<file path="config.mk">
export PLATFORM = sky130hd
export DESIGN_NAME = uart_rx_ctrl
export DESIGN_NICKNAME = d
export VERILOG_FILES = /design/src/rtl/uart_pkg.sv /design/src/rtl/uart_rx_sampler.sv /design/src/rtl/uart_rx_ctrl.sv
export SDC_FILE = /design/constraint.sdc
export NUM_CORES = 1
export LEC_CHECK = 0
export BUFFER_PORTS_ARGS = -buffer_cell sky130_fd_sc_hd__clkbuf_2
export CAP_MARGIN = 30
export CELL_PAD_IN_SITES_DETAIL_PLACEMENT = 0
export CELL_PAD_IN_SITES_GLOBAL_PLACEMENT = 1
export CORE_MARGIN = 1
export CORE_UTILIZATION = 47
export CTS_CLUSTER_SIZE = 25
export DETAILED_ROUTE_END_ITERATION = 16
export HOLD_SLACK_MARGIN = 0.1
export PLACE_DENSITY = 0.85
export SLEW_MARGIN = 20
export SYNTH_ARGS = -nofsm -noshare
export SYNTH_HDL_FRONTEND = slang
export SYNTH_SLANG_ARGS = --single-unit
</file>
<file path="constraint.sdc">
create_clock -name CLK -period 2.6 [get_ports CLK]
set_input_delay 0.26 -clock CLK [delete_from_list [all_inputs] [get_ports CLK]]
set_output_delay 0.26 -clock CLK [all_outputs]
set_load 0.1 [all_outputs]
</file>
<file path="src/rtl/uart_pkg.sv">
// ---------------------------------------------------------------------------
// uart_pkg
// Constants shared by the UART receive controller and the UART TX FSM.
//   - RX FSM state encodings (IDLE, START, DATA, PARITY, STOP)
//   - parity type constants (PAR_EVEN / PAR_ODD)
//   - TX output mux-select constants
//   - majority3(): 2-of-3 vote, used when UART_RX_MAJORITY_EN is defined
// No ports (package).
// ---------------------------------------------------------------------------
package uart_pkg;

  typedef logic [2:0] rx_state_t;

  localparam rx_state_t IDLE   = 3'd0;
  localparam rx_state_t START  = 3'd1;
  localparam rx_state_t DATA   = 3'd2;
  localparam rx_state_t PARITY = 3'd3;
  localparam rx_state_t STOP   = 3'd4;

  localparam logic PAR_EVEN = 1'b0;
  localparam logic PAR_ODD  = 1'b1;

  // TX serial output mux selects (shared with the TX FSM)
  localparam logic [1:0] TX_MUX_START = 2'b00;
  localparam logic [1:0] TX_MUX_STOP  = 2'b01;
  localparam logic [1:0] TX_MUX_SER   = 2'b10;
  localparam logic [1:0] TX_MUX_PAR   = 2'b11;

  function automatic logic majority3(input logic a, input logic b, input logic c);
    return (a & b) | (a & c) | (b & c);
  endfunction

endpackage

</file>
<file path="src/rtl/uart_rx_sampler.sv">
// ---------------------------------------------------------------------------
// uart_rx_sampler
// Per-bit oversampling counter and sample flops for the UART receiver.
// Optional feature macro: UART_RX_MAJORITY_EN (3-sample majority vote).
// Ports:
//   i_clk       in  oversampling clock
//   i_rst_n     in  async active-low reset
//   i_rx        in  synchronised serial line
//   i_active    in  receiver is inside a frame (state != IDLE)
//   i_start     in  start edge seen this cycle (IDLE and line low)
//   i_prescale  in  oversample ratio latched for the current frame
//   o_bit       out decision bit of the current bit period
//   o_bit_end   out high on the last edge (Prescale-1) of each bit period
// ---------------------------------------------------------------------------
module uart_rx_sampler
  import uart_pkg::*;
#(
  parameter int PRESCALE_WIDTH = 6
) (
  input  logic                      i_clk,
  input  logic                      i_rst_n,
  input  logic                      i_rx,
  input  logic                      i_active,
  input  logic                      i_start,
  input  logic [PRESCALE_WIDTH-1:0] i_prescale,
  output logic                      o_bit,
  output logic                      o_bit_end
);

  logic [PRESCALE_WIDTH-1:0] r_edge_cnt;
  logic [PRESCALE_WIDTH-1:0] w_last;
  logic [PRESCALE_WIDTH-1:0] w_mid;
  logic                      w_wrap;

  assign w_last    = i_prescale - {{(PRESCALE_WIDTH-1){1'b0}}, 1'b1};
  assign w_mid     = i_prescale >> 1;
  assign w_wrap    = (r_edge_cnt == w_last);
  assign o_bit_end = i_active & w_wrap;

  // Edge counter: the start-detect cycle is edge 0, so the count moves to 1
  // on the following cycle; outside a frame it rests at 0.
  always_ff @(posedge i_clk or negedge i_rst_n) begin
    if (!i_rst_n) begin
      r_edge_cnt <= {PRESCALE_WIDTH{1'b0}};
    end else if (i_active || i_start) begin
      r_edge_cnt <= w_wrap ? {PRESCALE_WIDTH{1'b0}}
                           : r_edge_cnt + {{(PRESCALE_WIDTH-1){1'b0}}, 1'b1};
    end else begin
      r_edge_cnt <= {PRESCALE_WIDTH{1'b0}};
    end
  end

`ifdef UART_RX_MAJORITY_EN
  logic r_s_lo;
  logic r_s_mid;
  logic r_s_hi;

  // Capture the three samples around the bit centre
  always_ff @(posedge i_clk or negedge i_rst_n) begin
    if (!i_rst_n) begin
      r_s_lo  <= 1'b1;
      r_s_mid <= 1'b1;
      r_s_hi  <= 1'b1;
    end else if (i_active) begin
      if (r_edge_cnt == (w_mid - {{(PRESCALE_WIDTH-1){1'b0}}, 1'b1})) r_s_lo  <= i_rx;
      if (r_edge_cnt == w_mid)                                        r_s_mid <= i_rx;
      if (r_edge_cnt == (w_mid + {{(PRESCALE_WIDTH-1){1'b0}}, 1'b1})) r_s_hi  <= i_rx;
    end
  end

  assign o_bit = majority3(r_s_lo, r_s_mid, r_s_hi);
`else
  logic r_s_mid;

  // Capture the single centre sample
  always_ff @(posedge i_clk or negedge i_rst_n) begin
    if (!i_rst_n) begin
      r_s_mid <= 1'b1;
    end else if (i_active && (r_edge_cnt == w_mid)) begin
      r_s_mid <= i_rx;
    end
  end

  assign o_bit = r_s_mid;
`endif

endmodule

</file>
<file path="src/rtl/uart_rx_ctrl.sv">
// ---------------------------------------------------------------------------
// uart_rx_ctrl
// UART receive controller: start detect, LSB-first deserialisation, optional
// parity check and stop-bit check. All outputs are registered.
// Optional feature macro: UART_RX_MAJORITY_EN (passed through to the sampler).
// Ports:
//   CLK         in  oversampling clock
//   rst         in  async active-low reset
//   RX_IN       in  synchronised serial line, idles high
//   PAR_EN      in  parity bit present (latched at start edge)
//   PAR_TYP     in  0 even / 1 odd (latched at start edge)
//   Prescale    in  oversample ratio 8/16/32 (latched at start edge)
//   P_DATA      out data of the last good frame
//   data_valid  out 1-cycle strobe, P_DATA updated
//   par_err     out 1-cycle strobe, parity mismatch
//   stp_err     out 1-cycle strobe, stop bit sampled 0
// ---------------------------------------------------------------------------
module uart_rx_ctrl
  import uart_pkg::*;
#(
  parameter int DATA_WIDTH     = 8,
  parameter int PRESCALE_WIDTH = 6
) (
  input  logic                      CLK,
  input  logic                      rst,
  input  logic                      RX_IN,
  input  logic                      PAR_EN,
  input  logic                      PAR_TYP,
  input  logic [PRESCALE_WIDTH-1:0] Prescale,
  output logic [DATA_WIDTH-1:0]     P_DATA,
  output logic                      data_valid,
  output logic                      par_err,
  output logic                      stp_err
);

  localparam int BW = (DATA_WIDTH > 1) ? $clog2(DATA_WIDTH) : 1;

  rx_state_t                 r_state;
  rx_state_t                 w_next_state;
  logic [BW-1:0]             r_bit_cnt;
  logic [DATA_WIDTH-1:0]     r_shift;
  logic                      r_par_en;
  logic                      r_par_typ;
  logic [PRESCALE_WIDTH-1:0] r_prescale;
  logic                      r_par_bad;
  logic                      w_start;
  logic                      w_active;
  logic                      w_bit;
  logic                      w_bit_end;
  logic                      w_last_data;
  logic                      w_valid_nxt;
  logic                      w_par_err_nxt;
  logic                      w_stp_err_nxt;

  function automatic logic expected_parity(input logic [DATA_WIDTH-1:0] d, input logic typ);
    return (typ == PAR_ODD) ? ~^d : ^d;
  endfunction

  assign w_start     = (r_state == IDLE) && !RX_IN;
  assign w_active    = (r_state != IDLE);
  assign w_last_data = (r_bit_cnt == BW'(DATA_WIDTH - 1));

  uart_rx_sampler #(
    .PRESCALE_WIDTH(PRESCALE_WIDTH)
  ) u_sampler (
    .i_clk      (CLK),
    .i_rst_n    (rst),
    .i_rx       (RX_IN),
    .i_active   (w_active),
    .i_start    (w_start),
    .i_prescale (r_prescale),
    .o_bit      (w_bit),
    .o_bit_end  (w_bit_end)
  );

  // FSM state register
  always_ff @(posedge CLK or negedge rst) begin
    if (!rst) begin
      r_state <= IDLE;
    end else begin
      r_state <= w_next_state;
    end
  end

  // FSM next-state logic; transitions happen only at bit decisions
  always_comb begin
    w_next_state = r_state;
    case (r_state)
      IDLE:   if (!RX_IN) w_next_state = START; else w_next_state = IDLE;
      START:  if (w_bit_end) w_next_state = w_bit ? IDLE : DATA; else w_next_state = START;
      DATA:   if (w_bit_end && w_last_data) w_next_state = r_par_en ? PARITY : STOP;
              else w_next_state = DATA;
      PARITY: if (w_bit_end) w_next_state = STOP; else w_next_state = PARITY;
      STOP:   if (w_bit_end) w_next_state = IDLE; else w_next_state = STOP;
      default: w_next_state = IDLE;
    endcase
  end

  // FSM output logic: frame verdict at the stop-bit decision
  always_comb begin
    w_valid_nxt   = 1'b0;
    w_par_err_nxt = 1'b0;
    w_stp_err_nxt = 1'b0;
    if ((r_state == STOP) && w_bit_end) begin
      w_valid_nxt   = w_bit & ~r_par_bad;
      w_par_err_nxt = r_par_bad;
      w_stp_err_nxt = ~w_bit;
    end else begin
      w_valid_nxt   = 1'b0;
    end
  end

  // Frame datapath: config latch, bit counter, shift register, parity verdict
  always_ff @(posedge CLK or negedge rst) begin
    if (!rst) begin
      r_par_en   <= 1'b0;
      r_par_typ  <= PAR_EVEN;
      r_prescale <= {PRESCALE_WIDTH{1'b0}};
      r_bit_cnt  <= {BW{1'b0}};
      r_shift    <= {DATA_WIDTH{1'b0}};
      r_par_bad  <= 1'b0;
    end else begin
      if (w_start) begin
        r_par_en   <= PAR_EN;
        r_par_typ  <= PAR_TYP;
        r_prescale <= Prescale;
        r_par_bad  <= 1'b0;
      end
      if (w_bit_end) begin
        case (r_state)
          START:  r_bit_cnt <= {BW{1'b0}};
          DATA: begin
            r_shift <= {w_bit, r_shift[DATA_WIDTH-1:1]};
            if (!w_last_data) r_bit_cnt <= r_bit_cnt + {{(BW-1){1'b0}}, 1'b1};
          end
          PARITY: r_par_bad <= (w_bit != expected_parity(r_shift, r_par_typ));
          default: r_bit_cnt <= r_bit_cnt;
        endcase
      end
    end
  end

  // Registered outputs; P_DATA only changes on a good frame
  always_ff @(posedge CLK or negedge rst) begin
    if (!rst) begin
      P_DATA     <= {DATA_WIDTH{1'b0}};
      data_valid <= 1'b0;
      par_err    <= 1'b0;
      stp_err    <= 1'b0;
    end else begin
      data_valid <= w_valid_nxt;
      par_err    <= w_par_err_nxt;
      stp_err    <= w_stp_err_nxt;
      if (w_valid_nxt) P_DATA <= r_shift;
    end
  end

endmodule

</file>
=== Word level (Yosys, flattened, before mapping) ===
Cells that the tools add are included.

* Register bits: 41
* Input port bits: 11
* Output and inout port bits: 11
* Logic and storage cells: 61

* Add/subtract/negate cells: 3
* Equality and inequality tests: 9
* Multiplexer cells: 19
* Bitwise logic cells: 4
* Reduce and logical (&&, ||, !) cells: 13

{| class="wikitable"
|+ Operator list
! kind !! number
|-
| 2-to-1 mux 3 bit || 5
|-
| one-hot mux 3 bit (5 select lines) || 1
|-
| 2-to-1 mux 6 bit || 2
|-
| 2-to-1 mux 1 bit || 8
|-
| XNOR reduction 8 bit || 1
|-
| parity 8 bit || 1
|-
| adder 6 x 1 -> 6 bit, second input constant || 1
|-
| equality test 3 x 2 -> 1 bit, second input constant || 2
|-
| equality test 3 bit, second input constant || 2
|-
| equality test 6 x 5 -> 1 bit || 1
|-
| equality test 6 bit || 1
|-
| one-hot mux 3 bit (2 select lines) || 1
|-
| subtractor 6 x 1 -> 6 bit, second input constant || 1
|-
| logical AND 1 bit || 4
|-
| 2-to-1 mux 2 bit || 2
|-
| adder 3 x 1 -> 3 bit, second input constant || 1
|-
| equality test 3 x 1 -> 1 bit, second input constant || 1
|-
| zero test 3 bit || 1
|-
| AND reduction 3 bit || 1
|-
| nonzero test 3 bit || 1
|-
| bitwise AND 1 bit || 2
|-
| inequality test 2 bit, second input constant || 1
|-
| inverter 1 bit || 2
|-
| AND reduction 2 bit || 1
|-
| 4 further kinds || 4
|}

=== Logic depth before layout (Yosys ltp) ===
* Depth after elaboration: 6
* Mapped depth: 9
* Depth with buffers taken out: 7

=== By module ===
From an unflattened synthesis, not the netlist that was laid out.

* Cells, all modules: 165
* Area, all modules: 2,060.7 µm²

{| class="wikitable"
|+ Modules (own cells, without submodules)
! module !! times used !! cells each !! area an instance (µm²) !! seq. area each (µm²)
|-
| uart_rx_ctrl || 1 || 106 || 1,486.4 || 850.8
|-
| uart_rx_sampler || 1 || 59 || 574.3 || 176.4
|}

=== Least setup slack after synthesis ===
No wires, ideal clock.

* Path type: register to register
* Start point: register r_prescale[0]
* End point: register r_shift[1]
* Library setup time: 0.125 ns
* Arrival: 2.015 ns
* Data required time: 2.475 ns
* Path slack: 0.460 ns
* Stages on the path, launching flop included: 9
* Path buffers: 1
* Clock period less this slack: 2.140 ns
* Cell sequence: dfrtp_1 -> inv_1 -> ha_1 -> nor2b_1 -> or3_1 -> a31oi_4 -> nand3_4 -> buf_6 -> mux2_4

* Word-level cells in the longest chain between the ends: 4

{| class="wikitable"
|+ RTL lines
! element !! line !! RTL
|-
| from (decl) || uart_rx_ctrl.sv:44 || <nowiki>logic [PRESCALE_WIDTH-1:0] r_prescale;</nowiki>
|-
| from (signal assigned) || uart_rx_ctrl.sv:118 || <nowiki>r_prescale <= {PRESCALE_WIDTH{1'b0}};</nowiki>
|-
| from (signal assigned) || uart_rx_ctrl.sv:126 || <nowiki>r_prescale <= Prescale;</nowiki>
|-
| subtractor 6 x 1 -> 6 bit || uart_rx_sampler.sv:35 || <nowiki>assign w_last = i_prescale - {{(PRESCALE_WIDTH-1){1'b0}}, 1'b1};</nowiki>
|-
| equality test 6 bit || uart_rx_sampler.sv:37 || <nowiki>assign w_wrap = (r_edge_cnt == w_last);</nowiki>
|-
| bitwise AND 1 bit || uart_rx_sampler.sv:38 || <nowiki>assign o_bit_end = i_active & w_wrap;</nowiki>
|-
| AND reduction 2 bit (no source line) || -- ||
|-
| to (signal assigned) || uart_rx_ctrl.sv:120 || <nowiki>r_shift <= {DATA_WIDTH{1'b0}};</nowiki>
|-
| to (signal assigned) || uart_rx_ctrl.sv:133 || <nowiki>r_shift <= {w_bit, r_shift[DATA_WIDTH-1:1]};</nowiki>
|-
| to (decl) || uart_rx_ctrl.sv:41 || <nowiki>logic [DATA_WIDTH-1:0] r_shift;</nowiki>
|}

Every way passes these cells.
A chain may end at the register's enable or synchronous reset.

=== Final worst setup path ===
* Start point: register r_prescale[1]
* End point: register r_shift[2]

Same word-level chain as after synthesis.

==> metrics.txt <==
Syn Nets=just over 200; slew margin rel.=~64%; Clk pin slew, worst setup/hold paths=approximately 80 ps; CTS tree=done; YS warnings=0; met1 Track Usage GR=25.9%; Clock Latency Late Sink=290 ps; share of the synthesized area in the top cell type=45.5%; Buf+Inv Stages, Crit Path=1; drt pass-1 iters=5; Final Hold Viols=0; final worst path period need=approximately 2400 ps; Synth area leader=dfrtp_1; area of the multi-input gates=about 1100 um^2; Vias/cell=about 5.3; RSZ-0062 raised after global routing=false; worst reg2reg startpoint=r_prescale[1]; xor and xnor area share after synthesis=9.56%; largest family of logic cells by synthesized area=simple AND/OR/NAND/NOR gates; pin count of the biggest net entering global routing=29; per-cell routed wire length=14.6 um; gpl congestion=~0.79; Critical Path Start=r_prescale[1]; count of cell types in the netlist=just over 40; die width=roughly 70 um; first-pass GRT wire length=around 6.8 mm; Post-Synthesis Cell Area=2200 um^2; post-synthesis mux area share=~11%; Nets=around 230; DRT iter0 DRCs=78; crit-path leading delay family=simple AND/OR/NAND/NOR gates; H-tree depth=2; critical path peak fanout=11; Slew Viols, Final=0; LEAKAGE=between 0.001 and 0.0015 uW; DP Worst Slack=241 ps; post-CTS setup buffer count=0; maximum capacitance violations=0; Setup Crit Path Kind=reg2reg; WP data required=roughly 2800 ps; Cell Pwr Density=slightly above 1000 nW/um^2; Num CTS Buffers=5; final setup margin=approximately 250 ps; critical path capture point type=flip-flop; Hold-fix buffers, CTS=1; Total GRT Usage=17.9%; Fmax=roughly 420 MHz; Core Area=between 4000 and 5000 um^2; Mean Syn Cell Area=~12 um^2; final worst-path cycle share=around nine tenths; slowest CP cell=dfrtp_1; complex-gate fraction of the synthesized area=a little under an eighth; WP depth=7; critical-path cell list=inv_1, ha_1, nor2b_1, or3_1, a31oi_4, nand3_4, mux2_4; sequential share of the synthesized area=between 40% and 50%; hold path depth=3; Layout Area Growth over Synthesis=12.0%; GRT met3 Usage=between 4 and 5%; status=finished clean; share of layout cells above drive strength 1=roughly a third; Post-Synth Adder-Cell Area=roughly 2.3%; I/O pin total=22; overall power=around 2500 uW; Post-synth EDFFs=0; Arr. time, crit path=about 2500 ps; synthesis-stage register bit count=about 40; Cells after Synth=about 190; Clock Path Buffers=2; most common cell after layout, fill and taps aside=dfrtp_1; Startpoint Class=flip-flop; Hold WC Path Type=in2reg; Core Util, Final=between 50% and 60%; DRC violation count after routing=0; Reg2Reg Setup Slack=~250 ps; Port Buffers=21; Worst-Margin Slew=542 ps; Critical Path End=r_shift[2]; most frequent cells in the layout=dfrtp_1 (40), nand2_1 (23), clkbuf_2 (21), xnor2_1 (13); antenna cells=0; VDD IR max=approximately 520 uV; FF-to-FF End=r_shift[2]; Hold WS=between 150 and 200 ps; GRT busiest layer=met2; clock sinks=about 40; met2 global-route usage=between 20% and 30%; antenna violations before repair=0; sequential cell area=just over 1000 um^2; R2R cell count=7; Async SR Flop Fraction=100%; Root Buffer=clkbuf_8; ANT nets after route=0; crit-path max cell delay=~420 ps; vias=~1400; row cnt=24; Setup Skew=between 3 and 4 ps; Synth area leaders=dfrtp_1 (46%), xnor2_1 (5.2%), mux2_4 (4.8%), mux2_2 (4.6%), xor2_1 (4.4%); vias in the first global route=between 1000 and 1500; Final TNS setup=0 ps; Setup Viol. Count Final=0; hpwl dp=2.82 mm; drt total wl=approximately 3.9 mm; Primary FF master, synth=dfrtp_1; Filler Cell Count=between 300 and 400; Die Ht=approximately 70 um; Post-CTS Resized=0; die area=slightly below 5000 um^2; Simple-Gate Fraction of Synth Area=around 14%; aggregate global routing overflow=0; Initial Util=between 40% and 50%
==> per-layer routing <==
layer,part of all wire (%),routed length [um]
met1,52,2030
met5,0,0
met2,43,1650
met3,3.4,131
met4,1.8,68
==> how the worst min path moves through the flow <==
| stage | from | end |
|---|---|---|
| final | PAR_TYP | r_par_typ |
| after global routing | Prescale[4] | r_prescale[4] |
| after CTS | Prescale[2] | r_prescale[2] |
| after detailed placement | rst | par_err |
| after global placement | Prescale[3] | r_prescale[3] |
| after floorplan | rst | P_DATA[0] |
==> synth_stat cells (2+ instances only) <==
cell,n
dfrtp_1,40
nor4_1,2
o21ai_0,4
nand2_1,23
nor3_1,4
and2_1,2
clkbuf_1,6
mux2_2,9
ha_1,4
and3_1,4
a211oi_2,6
buf_6,4
xor2_1,11
nor2_1,6
nand3_1,3
inv_1,11
nor2b_1,3
xnor2_1,13
o41ai_2,3
a31o_2,4
mux2i_1,3
mux2_4,7
==> cells by family after synthesis <==
group | count (synthesis)
and+or+nand+nor | 56
DFF | 41
AOI/OAI and AO/OA | 25
xor gates and xnor gates | 24
buffers and inverters | 22
muxes | 19
adders and majority gates | 4
==> registers in the layout, indices dropped and copies added, names as in the netlist <==
signal / flops
r_par_en: 1
par_err: 1
r_par_bad: 1
r_state: 3
P_DATA: 8
r_shift: 8
data_valid: 1
u_sampler.o_bit: 1
r_prescale: 6
stp_err: 1
r_par_typ: 1
r_bit_cnt: 3
u_sampler.r_edge_cnt: 6
==> where the power goes <==
part,switching [uW],internal [uW]
Combinational,554,477
Clock,215,279
Sequential,212,784
Total,980,1540
==> per-stage QoR <==
| stage | std cells | cell area (um^2) |
|---|---|---|
| after global placement | 257 | 2330 |
| after detailed placement | 258 | 2350 |
| after floorplan | 191 | 2200 |
| after CTS | 266 | 2460 |
| after global routing | 266 | 2460 |
| final | 266 | 2460 |
==> worst register-to-register path, cell delays in order (launching register included) <==
cell	delay, ps
dfrtp_1	420
inv_1	80
ha_1	220
nor2b_1	130
or3_1	390
a31oi_4	350
nand3_4	280
mux2_4	370
==> area by class of cell <==
type | instances | area share, %
inverters | 11 | 1.68
well taps | 52 | 2.64
multi-input cells | 128 | 43.0
clock buffers | 5 | 2.80
clock inverters | 2 | 1.42
flip-flops and latches | 41 | 41.7
repair buffers | 27 | 6.71
Note: power is estimated with default switching activity, not from simulation.
